$ cat src/rtl/mura_prog_if.sv
// mura_prog_if: step/request inputs, table-programming port and observation outputs of mura_prog.
interface mura_prog_if #(parameter int IN_W = 4, parameter int ST_W = 2, parameter int OUT_W = 2);
  localparam int SEL_W = $clog2(IN_W + 1);
  logic             step;
  logic [IN_W-1:0]  a;
  logic             cfg_we;
  logic             cfg_kind;
  logic [ST_W-1:0]  cfg_state;
  logic [SEL_W-1:0] cfg_sel;
  logic [ST_W-1:0]  cfg_next;
  logic [OUT_W-1:0] cfg_out;
  logic [OUT_W-1:0] y;
  logic [ST_W-1:0]  state_o;
  logic             moved;
  logic [15:0]      trans_cnt;
  logic [ST_W-1:0]  last_from;
  logic [ST_W-1:0]  last_to;
  modport master (output step, a, cfg_we, cfg_kind, cfg_state, cfg_sel, cfg_next, cfg_out,
                  input y, state_o, moved, trans_cnt, last_from, last_to);
  modport slave  (input step, a, cfg_we, cfg_kind, cfg_state, cfg_sel, cfg_next, cfg_out,
                  output y, state_o, moved, trans_cnt, last_from, last_to);
endinterface

$ cat src/rtl/mura_prog.sv
// mura_prog: programmable Moore FSM with priority-encoded request inputs and runtime-writable tables.
// Optional trace counters/endpoints enabled by defining MURA_TRACE_EN.
module mura_prog #(
  parameter int IN_W  = 4,
  parameter int ST_W  = 2,
  parameter int OUT_W = 2
) (
  input logic clk,
  input logic rst,
  mura_prog_if.slave b
);
  localparam int SEL_W = $clog2(IN_W + 1);
  localparam int NS = 2 ** ST_W;
  logic [ST_W-1:0]  nxt_tbl [NS][IN_W+1];
  logic [OUT_W-1:0] out_tbl [NS];
  logic [ST_W-1:0]  state, nxt;
  logic [SEL_W-1:0] win;
  logic             moved;
  always_ff @(posedge clk) begin
    state <= rst ? '0 : nxt;
    moved <= !rst && nxt != state;
  end
  always_comb begin
    win = SEL_W'(IN_W);
    for (int i = IN_W - 1; i >= 0; i--) win = b.a[i] ? SEL_W'(i) : win;
    nxt = b.step ? nxt_tbl[state][win] : state;
  end
  always_comb begin
    b.y       = out_tbl[state];
    b.state_o = state;
    b.moved   = moved;
  end
  // Writes land on the same edge as a step, so the step always sees the old contents.
  always_ff @(posedge clk) begin
    if (rst) begin
      for (int s = 0; s < NS; s++) begin
        out_tbl[s] <= OUT_W'(s == 0);
        for (int i = 0; i <= IN_W; i++) nxt_tbl[s][i] <= ST_W'(s);
      end
    end else if (b.cfg_we) begin
      if (b.cfg_kind) out_tbl[b.cfg_state] <= b.cfg_out;
      else if (b.cfg_sel <= SEL_W'(IN_W)) nxt_tbl[b.cfg_state][b.cfg_sel] <= b.cfg_next;
    end
  end
`ifdef MURA_TRACE_EN
  logic [15:0]     cnt;
  logic [ST_W-1:0] lf, lt;
  always_ff @(posedge clk) begin
    if (rst) begin
      cnt <= '0;
      lf  <= '0;
      lt  <= '0;
    end else if (nxt != state) begin
      cnt <= cnt + 16'(cnt != 16'hFFFF);
      lf  <= state;
      lt  <= nxt;
    end
  end
  assign b.trans_cnt = cnt;
  assign b.last_from = lf;
  assign b.last_to   = lt;
`else
  assign b.trans_cnt = '0;
  assign b.last_from = '0;
  assign b.last_to   = '0;
`endif
endmodule

$ cat src/flat_wrapper.sv
// flat-port wrapper written by rule: the top's interface ports become plain ports
module mura_prog_flat 
#(
  parameter int IN_W  = 4,
  parameter int ST_W  = 2,
  parameter int OUT_W = 2
)
  (clk, rst, b_step, b_a, b_cfg_we, b_cfg_kind, b_cfg_state, b_cfg_sel, b_cfg_next, b_cfg_out, b_y, b_state_o, b_moved, b_trans_cnt, b_last_from, b_last_to);
  mura_prog_if #(.IN_W(IN_W), .ST_W(ST_W), .OUT_W(OUT_W)) b_i ();
  input logic clk;
  input logic rst;
  input wire logic [$bits(b_i.step)-1:0] b_step;
  input wire logic [$bits(b_i.a)-1:0] b_a;
  input wire logic [$bits(b_i.cfg_we)-1:0] b_cfg_we;
  input wire logic [$bits(b_i.cfg_kind)-1:0] b_cfg_kind;
  input wire logic [$bits(b_i.cfg_state)-1:0] b_cfg_state;
  input wire logic [$bits(b_i.cfg_sel)-1:0] b_cfg_sel;
  input wire logic [$bits(b_i.cfg_next)-1:0] b_cfg_next;
  input wire logic [$bits(b_i.cfg_out)-1:0] b_cfg_out;
  output wire logic [$bits(b_i.y)-1:0] b_y;
  output wire logic [$bits(b_i.state_o)-1:0] b_state_o;
  output wire logic [$bits(b_i.moved)-1:0] b_moved;
  output wire logic [$bits(b_i.trans_cnt)-1:0] b_trans_cnt;
  output wire logic [$bits(b_i.last_from)-1:0] b_last_from;
  output wire logic [$bits(b_i.last_to)-1:0] b_last_to;
  assign b_i.step = b_step;
  assign b_i.a = b_a;
  assign b_i.cfg_we = b_cfg_we;
  assign b_i.cfg_kind = b_cfg_kind;
  assign b_i.cfg_state = b_cfg_state;
  assign b_i.cfg_sel = b_cfg_sel;
  assign b_i.cfg_next = b_cfg_next;
  assign b_i.cfg_out = b_cfg_out;
  assign b_y = b_i.y;
  assign b_state_o = b_i.state_o;
  assign b_moved = b_i.moved;
  assign b_trans_cnt = b_i.trans_cnt;
  assign b_last_from = b_i.last_from;
  assign b_last_to = b_i.last_to;
  mura_prog #(.IN_W(IN_W), .ST_W(ST_W), .OUT_W(OUT_W)) u_core (.clk(clk), .rst(rst), .b(b_i));
endmodule
$ cat config.mk
export PLATFORM = sky130hd
export DESIGN_NAME = mura_prog_flat
export DESIGN_NICKNAME = d
export VERILOG_FILES = /design/src/rtl/mura_prog_if.sv /design/src/rtl/mura_prog.sv /design/src/flat_wrapper.sv
export SDC_FILE = /design/constraint.sdc
export NUM_CORES = 1
export LEC_CHECK = 0
export CAP_MARGIN = 10
export CORE_MARGIN = 3
export CORE_UTILIZATION = 40
export CTS_CLUSTER_DIAMETER = 60
export DETAILED_ROUTE_END_ITERATION = 10
export GPL_TIMING_DRIVEN = 0
export SLEW_MARGIN = 20
export SYNTH_ARGS = -nofsm -noshare
export SYNTH_HDL_FRONTEND = slang
export SYNTH_SLANG_ARGS = --single-unit
$ cat constraint.sdc
create_clock -name clk -period 1.8 [get_ports clk]
set_clock_uncertainty 0.15 [all_clocks]
set_input_delay 0.36 -clock clk [delete_from_list [all_inputs] [get_ports clk]]
set_output_delay 0.36 -clock clk [all_outputs]
set_load 0.02 [all_outputs]
# Word level (Yosys, flattened, before mapping)
# Memories as Yosys holds them, arrays and structs flattened. A register that Yosys moved wholly into a read port is not among the register bits.
# Index checks and enable logic that the tools add are counted.
[word_totals]
ramBits = 48
output_inout_bits = 25
inputBits = 18
elab_cells = 45
mem_count = 2
regBits = 3
[mem_list]
columns = ["name", "words", "width", "read_ports", "rd_ports_with_merged_regs", "wr", "line", "text"]
rows = [
  ["u_core.nxt_tbl", 4, 10, 1, 1, 4, "mura_prog.sv:14", "logic [ST_W-1:0] nxt_tbl [NS][IN_W+1];"],
  ["u_core.out_tbl", 4, 2, 1, 1, 4, "mura_prog.sv:15", "logic [OUT_W-1:0] out_tbl [NS];"],
]
[op_classes]
n_bitwise = 2
eq_ne = 1
mux = 29
n_reduce_logical = 5
magnitude_cmp = 4
[ops]
columns = ["operator", "n"]
rows = [
  ["$mux W10", 3],
  ["$mux W2", 9],
  ["$mux W3", 4],
  ["$mux W1", 11],
  ["$reduce_or A10 Y1", 1],
  ["$ge A4 B4 Y1 const B", 2],
  ["$not A3 Y4", 2],
  ["$bmux W2 S3", 1],
  ["$demux W2 S3", 1],
  ["$lt A4 B1 Y1 const B", 1],
  ["$le A3 B3 Y1 const B", 1],
  ["$logic_and A1 B1 Y1", 2],
  ["$ne A2 B2 Y1", 1],
  ["$reduce_or A2 Y1", 1],
  ["$logic_not A1 Y1", 1],
]

# Depth between registers and ports, before layout
[depth]
depth_word = 11
ltp_mapped = 7
ltp_nobuf = 5

# Least setup slack after synthesis
# OpenSTA, ideal clock, no wires.
[synth_path]
kind = "register to register"
from = "reg u_core.state[0] (netlist: u_core.b.state_o[0])"
to = "reg u_core.moved (netlist: u_core.b.moved)"
period_less_slack_ns = 2.017
t_required_ns = 1.517
slack_ns = -0.217
arrival_ns = 1.734
path_buffers = 2
setup_time_ns = 0.133
stages_incl_launch_ff = 8
cell_sequence = "dfxtp_1 > buf_6 > buf_12 > mux4_2 > a32oi_1 > a31oi_1 > mux2i_1 > o311ai_1"
[synth_via]
elab_chain_cells = 3
[synth_rtl]
columns = ["item", "line", "text"]
rows = [
  ["from (decl)", "mura_prog.sv:16", "logic [ST_W-1:0] state, nxt;"],
  ["from (signal assigned)", "mura_prog.sv:20", "state <= rst ? '0 : nxt;"],
  ["$mux W2", "mura_prog.sv:26", "nxt = b.step ? nxt_tbl[state][win] : state;"],
  ["$ne A2 B2 Y1 (*)", "mura_prog.sv:21", "moved <= !rst && nxt != state;"],
  ["$logic_and A1 B1 Y1 (*)", "mura_prog.sv:21", ""],
  ["to (signal assigned)", "mura_prog.sv:21", ""],
  ["to (decl)", "mura_prog.sv:18", "logic moved;"],
]
# Mark *: on every way between the ends. The rest lies on a longest branch, timed or not.
# A chain may end at the register's enable or synchronous reset.

# Final worst setup path
# Same ends and word-level chain as after synthesis.

==> metrics.log <==
INFO  metric setup_repair_after_global_routing_missed_its_margin = true
INFO  metric ff_latch_area = 1510 um2
INFO  metric clock_insertion_delay_worst_skew = 0.31 ns
INFO  metric placedInstanceArea = 3210 um2
INFO  metric timing.critical_path.to_type = register
INFO  metric hold_path_class = in -> reg
INFO  metric fraction_of_the_core_area_covered_by_cells_at_the_end_of_the_flow = 0.524
INFO  metric detailedRoute.firstIterationViolations = 130
INFO  metric synth_largest_type_area_fraction = 0.511
INFO  metric synthArstFlopShare = 0
INFO  metric critical_register_to_register_path_endpoint = u_core.b.moved
INFO  metric dieHeight = 90.0 um
INFO  metric critical_path.max_stage_delay = 0.50 ns
INFO  metric cts_max_path_buffers = 2
INFO  metric critical_path_class = reg -> reg
INFO  metric tritoncts = yes
INFO  metric final.fill_count = 613
INFO  metric finalSetupViolCount = 5
INFO  metric layout_overhead_on_the_synthesized_area = 22.8%
INFO  metric post-synth-top-count-cell = sky130_fd_sc_hd__edfxtp_1
INFO  metric yosys.cell_types.count = 39
INFO  metric gr-total-overflow = 0
INFO  metric adder_cell_share_of_the_synthesized_area = 0
INFO  metric place.port_buffers = 19
INFO  metric failing_checks = negative setup slack
INFO  metric wl = 6620 um
INFO  metric ant_nets = 0
INFO  metric cts_hold_repair.buffers = 0
INFO  metric postLayoutSetupSlackWorst = -0.306 ns
INFO  metric power.total = 2.69 mW
INFO  metric endpoint = u_core.b.moved
INFO  metric reg2reg_setup_slack = -0.31 ns
INFO  metric final_max_slew_viol_count = 0
INFO  metric critical_path_arrival = 2.14 ns
INFO  metric yosys.area_share.simple = 0.171
INFO  metric grtUsageTotal = 0.163
INFO  metric detail_route.vias_per_cell = 5.23
INFO  metric die_area = 8090 um2
INFO  metric yosysWarningCount = 0
INFO  metric dp.final_hpwl = 4540 um
INFO  metric num_antenna_cells = 0
INFO  metric worst_pin_slew = 0.579 ns
INFO  metric antenna_found_initial = 0
INFO  metric gpl.final_weighted_congestion = 0.791
INFO  metric power_density = 776 nW/um2
INFO  metric wire_per_inst = 17.8 um
INFO  metric die_w = 90.0 um
INFO  metric multi_input_area = 1210 um2
INFO  metric clock_sinks = 51
INFO  metric r2r_cells = 8
INFO  metric worst_slew_margin_rel = 0.614
INFO  metric grt_first_pass_wirelength = 10300 um
INFO  metric ir_drop = 366 uV
INFO  metric worst-endpoint-required = 1.84 ns
INFO  metric cts_buffers = 5
INFO  metric min_period_over_period = 1.17
INFO  metric synth_commonest_cells = 48 x sky130_fd_sc_hd__edfxtp_1, 22 x sky130_fd_sc_hd__and3_1, 20 x sky130_fd_sc_hd__buf_4, 20 x sky130_fd_sc_hd__or3_1, 16 x sky130_fd_sc_hd__a21o_1
INFO  metric clock.fmax = 0.475 GHz
INFO  metric synth_compound_gate_area_share = 0.0937
INFO  metric reg2reg_from = u_core.b.state_o[0]
INFO  metric dominantRegCellSynth = sky130_fd_sc_hd__edfxtp_1
INFO  metric power_leakage = 1.43 nW
INFO  metric synth-seq-cells = 51
INFO  metric dr.pass1.iters = 4
INFO  metric i_o_pin_cnt = 43
INFO  metric critical_path.cell_chain = buf_8 > buf_12 > buf_6 > mux4_2 > a32oi_2 > a31oi_4 > mux2i_1 > o311ai_1
INFO  metric run_status = complete, but fails checks
INFO  metric worstPathMaxFanout = 6
INFO  metric clkSlewWorstSetupHoldPaths = 0.09 ns
INFO  metric synth.yosys.seq_area_share = 0.533
INFO  metric design.final.nets = 297
INFO  metric period_needed = 2.11 ns
INFO  metric synth.top_cells.by_area = sky130_fd_sc_hd__edfxtp_1 51%, sky130_fd_sc_hd__mux4_1 7.5%, sky130_fd_sc_hd__buf_4 5.3%
INFO  metric synthesis.area = 2820 um2
INFO  metric synthXorXnorAreaFrac = 0
INFO  metric root_buffer_master = sky130_fd_sc_hd__clkbuf_8
INFO  metric final_design_area_no_fill = 3460 um2
INFO  metric detailroute.via_count = 1950
INFO  metric synth_top_family_by_area = simple AND/OR/NAND/NOR gates
INFO  metric setup.worst_path.start = u_core.b.state_o[0]
INFO  metric synth_edf_count = 48
INFO  metric syn-instance-count = 228
INFO  metric drive_above_1_share = 0.268
INFO  metric syn_avg_cell_area = 12.4 um2
INFO  metric grt_max_degree = 16
INFO  metric critical_path_s_slowest_cell = sky130_fd_sc_hd__mux4_2
INFO  metric report.final.hold_viol_count = 0
INFO  metric grt_pass1_vias = 1919
INFO  metric row_count = 29
INFO  metric cp-start-kind = register
INFO  metric initial_utilization = 0.427
INFO  metric cts_htree_levels = 2
INFO  metric synth.largest_area_cell = sky130_fd_sc_hd__edfxtp_1
INFO  metric placeableCoreArea = 6600 um2
INFO  metric drc_errors = 0
INFO  metric post_synth_mux_area_share = 0.110
INFO  metric maxCapViolations = 0
[repair_timing]
| item | in CTS | in global routing |
|---|---|---|
| gates resized for setup | 49 | 11 |
| pin swaps | 10 | 4 |
| setup endpoints to repair | 89 | 26 |
| buffers inserted | 7 | 1 |
[cells in the final DEF, fill, tap and decap left out, drive strengths merged, types with 2 or more instances in the layout]
cell           count
edfxtp            48
buf               35
and3              22
or3               20
conb              20
clkbuf            17
a21o              16
mux4              12
nor2              11
clkdlybuf4s50      9
nand2              9
o21bai             8
inv                5
dlygate4sd2        5
nand3              5
nor2b              5
nand2b             4
a21oi              3
dfxtp              3
o21ai              2
nor3               2
and2               2
[power by group]
part | switching, mW | total [mW] | internal, mW
clock network | 0.387 | 0.837 | 0.450
registers | 0.0249 | 1.39 | 1.36
logic | 0.251 | 0.463 | 0.212
[flip-flops by register name, summed over array words and instances, names as in the netlist]
signal	count
u_core.nxt_tbl	40
u_core.b.moved	1
u_core.out_tbl	8
u_core.b.state_o	2
[cell families after synthesis]
group           count (synthesis)
simple gates                   85
flops                          51
buf+inv                        42
compound gates                 36
mux                            13
other cells                     1
[worst min path at each step]
stage / slack, ns / to / from / depth (start not counted)
2_1_floorplan: 0.37 / u_core.b.state_o[0] / b_step / 2
3_3_place_gp: 0.61 / u_core.out_tbl[0][0] / b_cfg_kind / 2
3_5_place_dp: 0.61 / u_core.b.state_o[0] / u_core.b.state_o[0] / 4
4_1_cts: 0.34 / u_core.out_tbl[0][0] / b_cfg_kind / 2
5_1_grt: 0.39 / u_core.out_tbl[0][0] / b_cfg_kind / 2
6_report: 0.35 / u_core.out_tbl[0][0] / b_cfg_kind / 2
[layout make-up]
| class | instances | area share |
|---|---|---|
| buffer | 35 | 0.0708 |
| sequential | 51 | 0.435 |
| inverter | 5 | 0.00542 |
| clock buffer | 6 | 0.0239 |
| clock inverter | 2 | 0.0101 |
| multi-input combinational | 154 | 0.348 |
| tap | 93 | 0.0336 |
| timing repair buffer | 27 | 0.0726 |
[metal layers]
layer,global-route usage,wire (um),vias up
met4,0.0472,84,0
met5,0,0,-
met1,0.226,3000,952
met2,0.263,3100,68
met3,0.0334,437,8
li1,-,-,922
[per-stage QoR]
step                setup slack, ns  std cells  hold slack, ns  setup TNS (ns)
finish                       -0.306        373           0.345           -1.16
global route                 -0.409        373           0.394           -1.54
CTS                          -0.282        373           0.341           -1.10
detailed placement           -0.804        359           0.611          -53.11
global placement             -0.812        359           0.613          -54.83
floorplan                   -0.0932        247           0.371         -0.0997
[critical path, delay by kind of cell (launching register included)]
family                 cells  cell delay, ns
flip-flops                 1            0.36
multiplexers               2            0.66
AO/OA/AOI/OAI              3            0.48
buffers and inverters      3            0.34
Power figures use the tool's default switching activity.
